File: src/rtl/dmem_arbiter.sv
`default_nettype none
// ============================================================================
// Module   : dmem_arbiter
// Brief    : Two-port data-memory arbiter with alternating priority and
//            read-modify-write handling for partial-byte stores.
// Revision : 1.0 - initial release
// ============================================================================
module dmem_arbiter #(
  parameter int ADDRESS_WIDTH = 8,
  parameter int DATA_WIDTH    = 32
) (
  input  logic                      clk,
  input  logic                      rst,
  input  logic [1:0]                req_valid,
  output logic [1:0]                req_ready,
  input  logic [1:0]                req_we,
  input  logic [DATA_WIDTH-1:0]     req_addr0,
  input  logic [DATA_WIDTH-1:0]     req_addr1,
  input  logic [DATA_WIDTH-1:0]     req_wdata0,
  input  logic [DATA_WIDTH-1:0]     req_wdata1,
  input  logic [DATA_WIDTH/8-1:0]   req_be0,
  input  logic [DATA_WIDTH/8-1:0]   req_be1,
  output logic [1:0]                resp_valid,
  output logic [DATA_WIDTH-1:0]     resp_rdata,
  output logic                      mem_we,
  output logic [ADDRESS_WIDTH-1:0]  mem_a,
  output logic [DATA_WIDTH-1:0]     mem_wd,
  input  logic [DATA_WIDTH-1:0]     mem_rd
);

  localparam int c_BE_WIDTH = DATA_WIDTH / 8;

  typedef enum logic [0:0] {
    IDLE   = 1'b0,
    RMW_WR = 1'b1
  } state_t;

  state_t                     r_state;
  state_t                     w_state_nxt;
  logic                       r_last;
  logic                       r_rmw_port;
  logic [ADDRESS_WIDTH-1:0]   r_rmw_idx;
  logic [DATA_WIDTH-1:0]      r_rmw_data;
  logic [ADDRESS_WIDTH-1:0]   r_mem_a;
  logic [DATA_WIDTH-1:0]      r_mem_wd;
  logic [1:0]                 r_resp_valid;
  logic [DATA_WIDTH-1:0]      r_resp_rdata;

  logic                       w_grant;
  logic                       w_port;
  logic [DATA_WIDTH-1:0]      w_addr;
  logic [DATA_WIDTH-1:0]      w_wdata;
  logic [c_BE_WIDTH-1:0]      w_be;
  logic                       w_we;
  logic [ADDRESS_WIDTH-1:0]   w_idx;
  logic                       w_partial;
  logic [DATA_WIDTH-1:0]      w_merged;
  logic [1:0]                 w_resp_valid_nxt;
  logic [DATA_WIDTH-1:0]      w_resp_rdata_nxt;
  logic                       w_unused;

  // Contention goes to the port that did not win last time.
  assign w_grant   = (r_state == IDLE) && (|req_valid) && !rst;
  assign w_port    = (&req_valid) ? ~r_last : req_valid[1];
  assign w_addr    = w_port ? req_addr1  : req_addr0;
  assign w_wdata   = w_port ? req_wdata1 : req_wdata0;
  assign w_be      = w_port ? req_be1    : req_be0;
  assign w_we      = req_we[w_port];
  assign w_idx     = w_addr[ADDRESS_WIDTH+1:2];
  assign w_partial = w_we && !(&w_be) && (|w_be);
  assign w_unused  = &{1'b0, w_addr[DATA_WIDTH-1:ADDRESS_WIDTH+2], w_addr[1:0]};

  generate
    for (genvar i = 0; i < c_BE_WIDTH; i++) begin : g_merge
      assign w_merged[8*i +: 8] = w_be[i] ? w_wdata[8*i +: 8] : mem_rd[8*i +: 8];
    end
  endgenerate

  always_ff @(posedge clk or posedge rst) begin
    if (rst) r_state <= IDLE;
    else     r_state <= w_state_nxt;
  end

  always_comb begin
    w_state_nxt      = r_state;
    req_ready        = 2'b00;
    mem_we           = 1'b0;
    mem_a            = r_mem_a;
    mem_wd           = r_mem_wd;
    w_resp_valid_nxt = 2'b00;
    w_resp_rdata_nxt = '0;
    case (r_state)
      IDLE: begin
        if (w_grant) begin
          req_ready = {w_port, ~w_port};
          mem_a     = w_idx;
          if (!w_we) begin
            w_resp_valid_nxt = {w_port, ~w_port};
            w_resp_rdata_nxt = mem_rd;
          end else if (w_partial) begin
            w_state_nxt = RMW_WR;
          end else begin
            // Full store writes now; a null store only acknowledges.
            mem_we           = &w_be;
            mem_wd           = (&w_be) ? w_wdata : r_mem_wd;
            w_resp_valid_nxt = {w_port, ~w_port};
          end
        end
      end
      RMW_WR: begin
        mem_we           = 1'b1;
        mem_a            = r_rmw_idx;
        mem_wd           = r_rmw_data;
        w_resp_valid_nxt = {r_rmw_port, ~r_rmw_port};
        w_state_nxt      = IDLE;
      end
      default: w_state_nxt = IDLE;
    endcase
  end

  always_ff @(posedge clk or posedge rst) begin
    if (rst) begin
      r_last       <= 1'b1;
      r_rmw_port   <= 1'b0;
      r_rmw_idx    <= '0;
      r_rmw_data   <= '0;
      r_mem_a      <= '0;
      r_mem_wd     <= '0;
      r_resp_valid <= 2'b00;
      r_resp_rdata <= '0;
    end else begin
      r_mem_a      <= mem_a;
      r_mem_wd     <= mem_wd;
      r_resp_valid <= w_resp_valid_nxt;
      r_resp_rdata <= w_resp_rdata_nxt;
      if (w_grant) r_last <= w_port;
      if (w_grant && w_partial) begin
        r_rmw_port <= w_port;
        r_rmw_idx  <= w_idx;
        r_rmw_data <= w_merged;
      end
    end
  end

  assign resp_valid = r_resp_valid;
  assign resp_rdata = r_resp_rdata;

endmodule
`default_nettype wire

File: config.mk
export PLATFORM = sky130hd
export DESIGN_NAME = dmem_arbiter
export DESIGN_NICKNAME = d
export VERILOG_FILES = /design/src/rtl/dmem_arbiter.sv
export SDC_FILE = /design/constraint.sdc
export NUM_CORES = 1
export LEC_CHECK = 0
export BUFFER_PORTS_ARGS = -buffer_cell sky130_fd_sc_hd__buf_4
export CORE_MARGIN = 2
export CORE_UTILIZATION = 35
export DETAILED_ROUTE_END_ITERATION = 8
export SKIP_CTS_REPAIR_TIMING = 1
export SLEW_MARGIN = 20
export SYNTH_ARGS = -nofsm -noshare
export SYNTH_HDL_FRONTEND = slang
export SYNTH_SLANG_ARGS = --single-unit
File: constraint.sdc
create_clock -name clk -period 5.3 [get_ports clk]
set_clock_uncertainty 0.15 [all_clocks]
set_input_delay 1.06 -clock clk [delete_from_list [all_inputs] [get_ports clk]]
set_output_delay 1.06 -clock clk [all_outputs]
set_load 0.02 [all_outputs]
==> out/results.ini <==
[run_status]
status=finished clean

[power_and_ir_drop]
p_sw_mw=1.02
p_seq_share_pct=36.0
switching_share_pct=30.7
clock_power_share_pct=35.5
combPwrFrac_pct=28.5
p_leak_nw=3.80
powerDensity_nw_per_um2=418
p_int_mw=2.29
ir_drop_v=0.000201

[floorplanning]
start_util_pct=35.6
ios=251
fp.dieW_um=131
std_cell_rows=46
dieArea_um2=17100
core_um2=15800
die_y_um=131

[layout]
final_cells=977
utilization_pct=50.1
final_layout_size_suffix_gt1_share_pct=38.9
area_delta_synth_final_pct=41.0
nNetsFinal=922
antennaDiodeCount=0
design_area_um2=7910

[clocking]
clk_pin_slew_worst_paths_ns=0.05
cts_root_buffer=clkbuf_16
htree_levels=4
insertion_delay_ns=0.41
clock_path_buffers=2
cts_tree=yes
cts_inserted_buffers=17
cts.sinks=117

[place]
dp.cells=945
hpwl_um=11900
place_congestion=0.806
dpl-instance-area_um2=7300
io_buffer_count=202

[worst_setup_path]
worstSetupPathType=in -> out
path_cells=buf_4 > o21ba_2 > nand2_1 > a21oi_4 > buf_4 > nor3_1 > a211oi_2 > buf_4
max_stage_delay_ns=0.48
critPathArrivalTime_ns=3.13
critPathLaunchType=primary input
cp_max_fo=40
cp_common_cell=buf_4
critical_path_required_ns=4.09
cp_slowest_cell=o21ba_2
path_delay_family=compound AO/OA/AOI/OAI gates
cp_num_buf_inv=3
endpoint_kind=output pin

[logic_synthesis]
synth_flop_cell=dfrtp_1
avgSynthCellArea_um2=10.1
synth_edf_count=0
synth_cell_types=39
yosysTopAreaCell=dfrtp_1
yosysMostFrequentCell=dfrtp_1
synthTopCellsByCount=dfrtp_1 (116), nand2_1 (97), nor2_1 (74)
synthCells=553
synth_area_leaders=dfrtp_1 (52%), nand2_1 (6.5%), o31ai_2 (6.5%)
synth_area_um2=5610
synth_warnings=0
ys_seq_area_share_pct=52.2
syn_nets=727
async_flop_share_pct=100
ys_seq_elements=117
synthDominantCellAreaShare_pct=51.8

[drt]
vias=5002
drcViolationCount=0
wire_per_inst_um=17.9
drt_first_pass_iters=4
antenna_left=0
drt_iter0_markers=292
wirelength_um=17500
drt-vias-per-instance=5.12

[timing]
drv_slew=0
maxSlewHeadroom_pct=48.8
clock.fmax_mhz=231
worst_hold_slack_ns=0.332
final.setup.tns_ns=0
rsz0062_at_grt=false
hold_violations=0
period_share_pct=81.8
setup_viol=0
tightest_slew_ns=0.768
period_needed_ns=4.34

[global_route]
grt_pass1_vias=5197
grt_remaining_overflow=0
antenna_found_initial=0
grt_first_pass_wirelength_um=27100
grt_max_degree=60
grt_use_total_pct=20.9

[run]
maxCapViolCount=0

[hold_path]
hold_class=reg -> reg

[metrics by stage]
stage | setup WS, ns | total power, mW
6_report | 0.964 | 3.30
2_1_floorplan | 0.991 | 1.76
3_3_place_gp | 1.04 | 2.13
3_5_place_dp | 0.980 | 2.15
5_1_grt | 0.833 | 3.47
4_1_cts | 0.991 | 3.33
[sequential cells by signal (all words and copies together), names as in the netlist]
register / cells
r_rmw_data: 32
r_mem_a: 8
resp_rdata: 32
r_rmw_idx: 8
r_mem_wd: 32
r_state: 1
r_rmw_port: 1
r_last: 1
resp_valid: 2
[final cells by class]
cell class	instances	area, um2
clock inverter	9	125
clock buffer	23	478
multi-input combinational	396	2490
timing repair buffer	212	1590
tap	216	270
sequential	117	2930
fill	1499	7860
inverter	4	17.5
[worst min-delay path, delay by kind of cell, from the launching register on]
family	cells	cell delay, ns
flip-flops	1	0.33
AND/OR/NAND/NOR	1	0.06
AO/OA/AOI/OAI	1	0.05
[path summary, 6_finish.rpt]
kind | depth (start not counted) | endpoint | slack, ns | start
setup / recovery | 8 | mem_wd[8] | 0.96 | rst
hold / removal | 2 | r_rmw_data[11]$_DFFE_PP0P_ | 0.33 | r_rmw_data[11]$_DFFE_PP0P_
setup reg to reg | 7 | r_rmw_data[3]$_DFFE_PP0P_ | 2.39 | r_last$_DFFE_PP1P_
hold reg to reg | 2 | r_rmw_data[11]$_DFFE_PP0P_ | 0.33 | r_rmw_data[11]$_DFFE_PP0P_
max in group asynchronous | 3 | r_state$_DFF_PP0_ | 3.73 | rst
min in group asynchronous | 3 | r_mem_a[5]$_DFF_PP0_ | 0.71 | rst
[power by group through the flow]
| stage | registers [mW] | clock network (mW) | logic [mW] |
|---|---|---|---|
| after global placement | 1.19 | 0 | 0.934 |
| after detailed placement | 1.20 | 0 | 0.948 |
| final | 1.19 | 1.17 | 0.943 |
| after CTS | 1.19 | 1.19 | 0.953 |
| after global routing | 1.21 | 1.24 | 1.02 |
| after floorplan | 1.20 | 0 | 0.560 |
[cell families after synthesis]
family	after synthesis	share of synthesized area, %
DFF	117	52.2
and+or+nand+nor	228	17.8
AOI/OAI and AO/OA	148	22.7
buffers and inverters	40	3.70
muxes	20	3.57
[placed cells by master (no fill, tap or decap), types with 4 or more instances in the layout]
cell type  count
nor3_1        12
buf_4        212
clkinv_2       4
o31a_1        19
a211oi_2      12
a31oi_1       19
and2_1        33
a211oi_1       8
clkbuf_16     17
nand2_1       97
nor2_1        74
mux2i_1       20
o22ai_1       32
o21ai_1        6
dfrtp_1      115
o31ai_2       29
a21o_1         9
[metal layers]
layer / vias to the layer above / wire (um) / GRT usage [%]
met5: - / 0 / 0
met4: 0 / 340 / 8.32
met3: 28 / 1190 / 6.03
met2: 178 / 8400 / 33.9
met1: 2431 / 7570 / 26.4
li1: 2365 / - / -
Note: power is estimated with default switching activity, not from simulation.
